===== src/rtl/desorption_ramp_sequencer.sv =====
// Desorption heater profile sequencer: ramp up, hold, ramp down.
// Drives the duty/enable inputs of the PWM core from a pad start.
module desorption_ramp_sequencer #(
    parameter int DUTY_W   = 8,
    parameter int HOLD_W   = 8,
    parameter int TICK_DIV = 1000
) (
    input  logic              clk_i,
    input  logic              rst_i,
    input  logic              start_i,
    input  logic              abort_i,
    input  logic [DUTY_W-1:0] target_i,
    input  logic [DUTY_W-1:0] step_i,
    input  logic [HOLD_W-1:0] hold_i,
    output logic [DUTY_W-1:0] duty_o,
    output logic              pwm_en_o,
    output logic [2:0]        phase_o,
    output logic              busy_o,
    output logic              done_o,
    output logic              err_o
);

    localparam int TW = $clog2(TICK_DIV);
    localparam logic [TW-1:0] TICK_LAST = TW'(TICK_DIV - 1);

    typedef enum logic [2:0] {
        ST_IDLE      = 3'd0,
        ST_RAMP_UP   = 3'd1,
        ST_HOLD      = 3'd2,
        ST_RAMP_DOWN = 3'd3,
        ST_DONE      = 3'd4,
        ST_FAULT     = 3'd5
    } state_t;

    state_t state_q, state_d;

    logic start_s1_q, start_s2_q, start_d_q;
    logic abort_s1_q, abort_s2_q;

    logic [DUTY_W-1:0] duty_q, duty_d;
    logic [DUTY_W-1:0] target_q, target_d;
    logic [DUTY_W-1:0] step_q, step_d;
    logic [HOLD_W-1:0] hold_q, hold_d;
    logic [HOLD_W-1:0] hold_cnt_q, hold_cnt_d;
    logic [TW-1:0]     tick_cnt_q, tick_cnt_d;
    logic              pwm_en_q, pwm_en_d;
    logic              done_q, done_d;
    logic              err_q, err_d;

    logic              start_rise;
    logic              abort_s;
    logic              busy;
    logic              tick;
    logic [DUTY_W:0]   sum;

    // Pad synchronisers. The start chain resets to 1 so a start that
    // is already high when reset releases is not seen as a rising edge.
    always_ff @(posedge clk_i or posedge rst_i) begin
        if (rst_i) begin
            start_s1_q <= 1'b1;
            start_s2_q <= 1'b1;
            start_d_q  <= 1'b1;
            abort_s1_q <= 1'b0;
            abort_s2_q <= 1'b0;
        end else begin
            start_s1_q <= start_i;
            start_s2_q <= start_s1_q;
            start_d_q  <= start_s2_q;
            abort_s1_q <= abort_i;
            abort_s2_q <= abort_s1_q;
        end
    end

    assign start_rise = start_s2_q & ~start_d_q;
    assign abort_s    = abort_s2_q;

    assign busy = (state_q == ST_RAMP_UP) ||
                  (state_q == ST_HOLD) ||
                  (state_q == ST_RAMP_DOWN);

    assign tick = busy && (tick_cnt_q == TICK_LAST);

    // Saturation is decided on the widened sum so the ramp never wraps.
    assign sum = {1'b0, duty_q} + {1'b0, step_q};

    // Next-state, duty profile and prescaler control.
    always_comb begin
        state_d    = state_q;
        duty_d     = duty_q;
        target_d   = target_q;
        step_d     = step_q;
        hold_d     = hold_q;
        hold_cnt_d = hold_cnt_q;
        if (busy) begin
            tick_cnt_d = tick ? '0 : tick_cnt_q + 1'b1;
        end else begin
            tick_cnt_d = '0;
        end

        unique case (state_q)
            ST_IDLE: begin
                duty_d = '0;
                if (start_rise && !abort_s) begin
                    target_d   = target_i;
                    step_d     = step_i;
                    hold_d     = hold_i;
                    tick_cnt_d = '0;
                    if (step_i == '0) begin
                        state_d = ST_FAULT;
                    end else if (target_i == '0) begin
                        state_d = ST_DONE;
                    end else begin
                        state_d = ST_RAMP_UP;
                    end
                end
            end
            ST_RAMP_UP: begin
                if (abort_s) begin
                    state_d    = ST_RAMP_DOWN;
                    tick_cnt_d = '0;
                end else if (tick) begin
                    if (sum >= {1'b0, target_q}) begin
                        duty_d     = target_q;
                        hold_cnt_d = hold_q;
                        state_d    = ST_HOLD;
                    end else begin
                        duty_d = sum[DUTY_W-1:0];
                    end
                end
            end
            ST_HOLD: begin
                if (abort_s) begin
                    state_d    = ST_RAMP_DOWN;
                    tick_cnt_d = '0;
                end else if (tick) begin
                    if (hold_cnt_q == '0) begin
                        state_d = ST_RAMP_DOWN;
                    end else begin
                        hold_cnt_d = hold_cnt_q - 1'b1;
                    end
                end
            end
            ST_RAMP_DOWN: begin
                if (tick) begin
                    if (duty_q <= step_q) begin
                        duty_d  = '0;
                        state_d = ST_DONE;
                    end else begin
                        duty_d = duty_q - step_q;
                    end
                end
            end
            ST_DONE: begin
                duty_d  = '0;
                state_d = ST_IDLE;
            end
            ST_FAULT: begin
                duty_d = '0;
                if (abort_s) begin
                    state_d = ST_IDLE;
                end
            end
            default: begin
                duty_d  = '0;
                state_d = ST_IDLE;
            end
        endcase

        pwm_en_d = (state_d == ST_RAMP_UP) ||
                   (state_d == ST_HOLD) ||
                   (state_d == ST_RAMP_DOWN);
        done_d   = (state_d == ST_DONE);
        err_d    = (state_d == ST_FAULT);
    end

    // State, profile and registered output flops.
    always_ff @(posedge clk_i or posedge rst_i) begin
        if (rst_i) begin
            state_q    <= ST_IDLE;
            duty_q     <= '0;
            target_q   <= '0;
            step_q     <= '0;
            hold_q     <= '0;
            hold_cnt_q <= '0;
            tick_cnt_q <= '0;
            pwm_en_q   <= 1'b0;
            done_q     <= 1'b0;
            err_q      <= 1'b0;
        end else begin
            state_q    <= state_d;
            duty_q     <= duty_d;
            target_q   <= target_d;
            step_q     <= step_d;
            hold_q     <= hold_d;
            hold_cnt_q <= hold_cnt_d;
            tick_cnt_q <= tick_cnt_d;
            pwm_en_q   <= pwm_en_d;
            done_q     <= done_d;
            err_q      <= err_d;
        end
    end

    assign duty_o   = duty_q;
    assign pwm_en_o = pwm_en_q;
    assign done_o   = done_q;
    assign err_o    = err_q;
    assign phase_o  = state_q;
    assign busy_o   = busy;

endmodule

===== config.mk =====
export PLATFORM = sky130hd
export DESIGN_NAME = desorption_ramp_sequencer
export DESIGN_NICKNAME = d
export VERILOG_FILES = /design/src/rtl/desorption_ramp_sequencer.sv
export SDC_FILE = /design/constraint.sdc
export NUM_CORES = 1
export LEC_CHECK = 0
export ABC_AREA = 1
export BUFFER_PORTS_ARGS = -buffer_cell sky130_fd_sc_hd__buf_2
export CORE_MARGIN = 3
export CORE_UTILIZATION = 50
export DETAILED_ROUTE_END_ITERATION = 10
export PLACE_DENSITY = 0.72
export REMOVE_ABC_BUFFERS = 1
export SLEW_MARGIN = 15
export SYNTH_ARGS = -nofsm -noshare
export SYNTH_HDL_FRONTEND = slang
export SYNTH_SLANG_ARGS = --single-unit

===== constraint.sdc =====
create_clock -name clk_i -period 2.7 [get_ports clk_i]
set_input_delay 0.135 -clock clk_i [delete_from_list [all_inputs] [get_ports clk_i]]
set_output_delay 0.135 -clock clk_i [all_outputs]
set_load 0.03 [all_outputs]

[After elaboration in Yosys (flattened, before gate mapping)]
Cells that the tools add are included.
Storage, ports and cells
  flip-flop bits (word level): 61
  latch bits: 0
  RAM bits: 0
  ROM bits: 0
  output and inout bits: 15
  logic and storage cells: 88
  memories: 0
Cells by class
  add/sub/neg operators: 4
  multiply operators: 0
  divide/modulo/power cells: 0
  order comparisons: 2
  equal/unequal tests: 17
  shifts and indexed selects: 0
  mux-type cells: 31
  bitwise gates (word level): 3
  reductions and logical operators: 16
Operators by type and width (count)
  8-bit 2-to-1 mux: 11
  10-bit 2-to-1 mux: 4
  3-bit 2-to-1 mux: 12
  8-bit zero test: 3
  8-bit one-hot mux with 3 select lines: 1
  10-bit one-hot mux with 2 select lines: 1
  8-bit one-hot mux with 2 select lines: 1
  3-bit one-hot mux with 5 select lines: 1
  3-bit by 2-bit equality test with 1-bit output (second input constant): 4
  2-bit != test (second input constant): 6
  10-bit by 1-bit adder with 10-bit output (second input constant): 1
  10-bit equality test (second input constant): 1
  8-bit by 8-bit adder with 9-bit output: 1
  3-bit equality test (second input constant): 3
  9-bit by 8-bit >= comparator with 1-bit output: 1
  8-bit less-or-equal comparator: 1
  8-bit by 1-bit subtractor with 8-bit output (second input constant): 1
  8-bit subtractor: 1
  7-bit AND reduction: 1
  3-bit by 1-bit equality test with 1-bit output (second input constant): 2
  1-bit logical OR: 4
  4-bit AND reduction: 1
  3-bit zero test: 1
  1-bit logical AND: 2
  7 further kinds: 8

[Logic depth before layout (Yosys ltp)]
  word-level depth: 10
  mapped depth: 23

[Worst setup path before layout]
No wires, ideal clock.
  kind: reg-to-reg
  start point: reg duty_q[0] (netlist: duty_o[0])
  end point: reg hold_cnt_q[0]
  arrival time: 2.886 ns
  data required time: 2.577 ns
  slack: -0.310 ns
  cell stages (with the launch flop): 19
  period minus slack after synthesis: 3.010 ns
  path through: dfrtp_1 > ha_1 > inv_1 > fa_1 > inv_1 > nand2_1 > nand2_1 > xor2_1 > inv_1 > ha_1 > nand2_1 > nor2_1 > a21oi_2 > nand2_2 > nor2_8 > nand3_4 > nand2_4 > buf_12 > o21ai_2
On the way
  cells in the longest elaborated chain, start to end: 4
Ends and longest elaborated chain
  from (decl): RTL line 40  | logic [DUTY_W-1:0] duty_q, duty_d;
  from (signal assigned): RTL line 191  | duty_q <= duty_d;
  8-bit by 8-bit adder with 9-bit output: RTL line 84  | assign sum = {1'b0, duty_q} + {1'b0, step_q};
  9-bit by 8-bit >= comparator with 1-bit output: RTL line 122  | if (sum >= {1'b0, target_q}) begin
  2-bit by 1-bit != test with 1-bit output (no line)
  7-bit AND reduction (no line)
  to (signal assigned): RTL line 195  | hold_cnt_q <= hold_cnt_d;
  to (decl): RTL line 44  | logic [HOLD_W-1:0] hold_cnt_q, hold_cnt_d;
Every way passes these cells.
A chain may end at the register's enable or synchronous reset.

[Worst setup path after layout]
  start point: reg step_q[0]
  end point: reg duty_q[7] (netlist: duty_o[7])
On the way
  cells in the longest elaborated chain, start to end: 6
  elaborated cells on any way between the ends: 10
  classes of those cells: add/sub (2); order compare (2); mux (6)
Ends and longest elaborated chain
  from (decl): RTL line 42  | logic [DUTY_W-1:0] step_q, step_d;
  from (signal assigned): RTL line 193  | step_q <= step_d;
  8-bit by 8-bit adder with 9-bit output: RTL line 84
  9-bit by 8-bit >= comparator with 1-bit output: RTL line 122
  8-bit 2-to-1 mux: RTL line 122
  8-bit 2-to-1 mux: RTL line 121  | end else if (tick) begin
  8-bit 2-to-1 mux: RTL line 118  | if (abort_s) begin
  8-bit one-hot mux with 3 select lines *: RTL line 100  | unique case (state_q)
Every way passes the cells marked *; elsewhere a longest branch is shown, timed or not. The select of a mux whose other input is x is not followed.

==> impl_metrics.json <==
{
  "critPathSlowestCell": "dfrtp_1",
  "multi_input_area_um2": 2530,
  "setup_ws_ps": -141,
  "layout-area-overhead-vs-synth_pct": 34.1,
  "seqCellArea_um2": 1530,
  "ioPinCount": 43,
  "ys.flop_type": "dfrtp_1",
  "path_delay_family": "simple AND/OR/NAND/NOR gates",
  "violations": "negative setup slack",
  "fillerInstances": 616,
  "worst_pin_slew_ps": 483,
  "die_h_um": 96.3,
  "core_area_um2": 7810,
  "cp-end-kind": "flip-flop",
  "dp.cells": 716,
  "period_needed_ps": 2840,
  "hold_viol_final": 0,
  "grt_setup_unrepaired": "yes",
  "fin_cells": 756,
  "cts_root_buf": "clkbuf_8",
  "grt_max_degree": 42,
  "gp_congestion": 0.845,
  "drc": 0,
  "ys_seq_area_frac": 0.376,
  "syn_inst": 546,
  "cts_max_level": 3,
  "cp.buffers_inverters": 4,
  "nNetsFinal": 706,
  "grt_usage": 0.223,
  "critPathMaxFanout": 6,
  "dieArea_um2": 9260,
  "drv_cap": 0,
  "post_drt_via_cell_ratio": 5.11,
  "clk_pin_slew_ps": 70,
  "antenna_found_initial": 0,
  "fin_skew_ps": 8.31,
  "n_antenna_cell": 0,
  "yosys-top-cells-area": "dfrtp_1 (36%), nand2_1 (16%), ha_1 (8.0%), inv_1 (5.9%), nand3_1 (4.5%)",
  "via_count": 3866,
  "die_w_um": 96.3,
  "syn_area_per_cell_um2": 7.46,
  "path_class": "flip-flop to flip-flop",
  "peakVddDrop_mv": 0.807,
  "synth_top_cell_area_share": 0.356,
  "post-route-util": 0.700,
  "wl_um": 10700,
  "drtPass1Iterations": 5,
  "layout-drive-gt1-share": 0.364,
  "cts_buffers": 9,
  "synth_area_um2": 4070,
  "holdCritPathClass": "input port to flip-flop",
  "synth_area_leader_cell": "dfrtp_1",
  "power-per-cell-area_nw_per_um2": 1410,
  "outcome": "finished, violations left",
  "final_antenna_net_count": 0,
  "initial_core_util": 0.522,
  "finalMaxSlewViolations": 0,
  "p_leak_nw": 2.81,
  "setup_viol": 20,
  "overflow": 0,
  "ys_ff_latch": 61,
  "timing.final.crit_share": 1.05,
  "slew_headroom": 0.675,
  "hpwl_um": 7280,
  "fmax_mhz": 352,
  "ys_warn_count": 0,
  "dr.first_iter.drc_count": 203,
  "path_cells": "ha_2 -> inv_2 -> fa_2 -> inv_2 -> nand2_2 -> nand2_2 -> xor2_2 -> inv_2 -> ha_4 -> nand2_4 -> nor2_2 -> a21oi_2 -> nand2_2 -> nor2_8 -> buf_6 -> nand3_2 -> nand3_1 -> nand2_1 -> nand2_1 -> nand2_1",
  "grt_pass1_vias": 3535,
  "core.rowCount": 32,
  "wire_per_inst_um": 14.2,
  "grt_pass1_wl_um": 16100,
  "netlist_top_cells_count": "nand2_1 (171), inv_1 (64), dfrtp_1 (58)",
  "synth_edf_count": 0,
  "clock-sinks": 61,
  "async_flop_share": 1.00,
  "clockBufferDepth": 2,
  "insertion_delay_ps": 350,
  "critical_path_arrival_ps": 3090,
  "portBuffers": 42,
  "critPathMaxStageDelay_ps": 380,
  "yosysMostFrequentCell": "nand2_1",
  "cp.required_ps": 2950,
  "cp-start-kind": "flip-flop",
  "yosysUniqueCellTypes": 45,
  "cts_tree": "yes"
}
cell usage in the layout, fill, tap and decap left out, drive strengths merged:
master,n
a31o,1
inv,78
dfrtp,58
a211oi,1
nand2,184
o21a,1
nor3b,2
buf,94
o21ai,36
o21bai,3
a21oi,15
bufinv,2
ha,26
nand3,42
a21boi,1
and2,1
a21o,1
clkbuf,12
nor4,1
fa,2
or2,4
nor3,8
clkinv,1
nand4,7
dlygate4sd3,10
a31oi,2
nor2,50
dfstp,3
xor2,7
clkinvlp,1
final cells by class:
cell class                 count  share of cell area
multi-input combinational    395               0.463
sequential                    61               0.280
timing repair buffer         104               0.137
inverter                      79              0.0543
clock buffer                  12              0.0302
tap                          102              0.0234
clock inverter                 3              0.0124
path summary, 6_finish.rpt:
| path | start | endpoint | slack (ps) | depth (start not counted) |
|---|---|---|---|---|
| setup / recovery | step_q[0] | duty_o[7] | -140 | 20 |
| hold / removal | hold_i[3] | hold_q[3] | 0.6 | 3 |
| setup reg to reg | step_q[0] | duty_o[7] | -140 | 20 |
| hold reg to reg | abort_s1_q | abort_s | 350 | 0 |
| max in group asynchronous | rst_i | start_s2_q | 1760 | 4 |
| min in group asynchronous | rst_i | hold_q[1] | 280 | 3 |
metal layers:
| layer | vias to the layer above | wire length [um] | global-route usage |
|---|---|---|---|
| li1 | 1928 | - | - |
| met1 | 1816 | 4730 | 0.301 |
| met2 | 100 | 5370 | 0.373 |
| met3 | 22 | 432 | 0.0352 |
| met4 | 0 | 187 | 0.0604 |
| met5 | - | 0 | 0 |
worst reg2reg max path: cells and delay by family (launching register included):
kind                       cells  cell delay (ps)
and+or+nand+nor               11              910
AOI/OAI and AO/OA              1              130
DFF                            1              380
adders and majority gates      3              790
xor gates and xnor gates       1              190
buffers and inverters          4              360
flip-flops by register name, summed over array words and instances, names as in the netlist:
register and cells:
err_o 1, pwm_en_o 1, duty_o 8, target_q 8, step_q 8, start_s1_q 1
phase_o 3, hold_cnt_q 8, start_d_q 1, start_s2_q 1, abort_s 1, hold_q 8
tick_cnt_q 10, abort_s1_q 1, done_o 1
through the flow:
stage	setup TNS, ps	setup WS [ps]	cell area (um2)	hold WS [ps]	power (mW)
CTS	-2310	-149	5090	4.16	6.50
floorplan	-4900	-373	4000	139	4.02
global placement	-1250	-88.2	4630	95.2	5.10
global route	-4860	-295	5460	18.4	8.27
finish	-1840	-141	5460	0.602	7.70
detailed placement	-3730	-227	4630	101	5.24
where the power goes:
group	internal, mW	switching, mW
logic	2.20	3.18
registers	1.19	0.178
clock network	0.590	0.362
total	3.98	3.72
logic make-up after synthesis:
family / Yosys count / synth area share
flip-flops: 61 / 0.376
XOR/XNOR: 7 / 0.0151
AND/OR/NAND/NOR: 298 / 0.330
buffers and inverters: 91 / 0.0916
AO/OA/AOI/OAI: 61 / 0.0983
adder cells (fa/ha/maj): 28 / 0.0897
what timing repair did:
| action | in CTS | in global routing |
|---|---|---|
| gates resized for setup | 19 | 67 |
| hold buffers | 10 | 0 |
| gates cloned | 0 | 1 |
| pin swaps | 20 | 35 |
| setup buffers | 7 | 7 |
| endpoints found under the hold margin | 21 | 0 |
| endpoints found under the setup margin | 21 | 21 |
(Power assumes the default switching activity.)
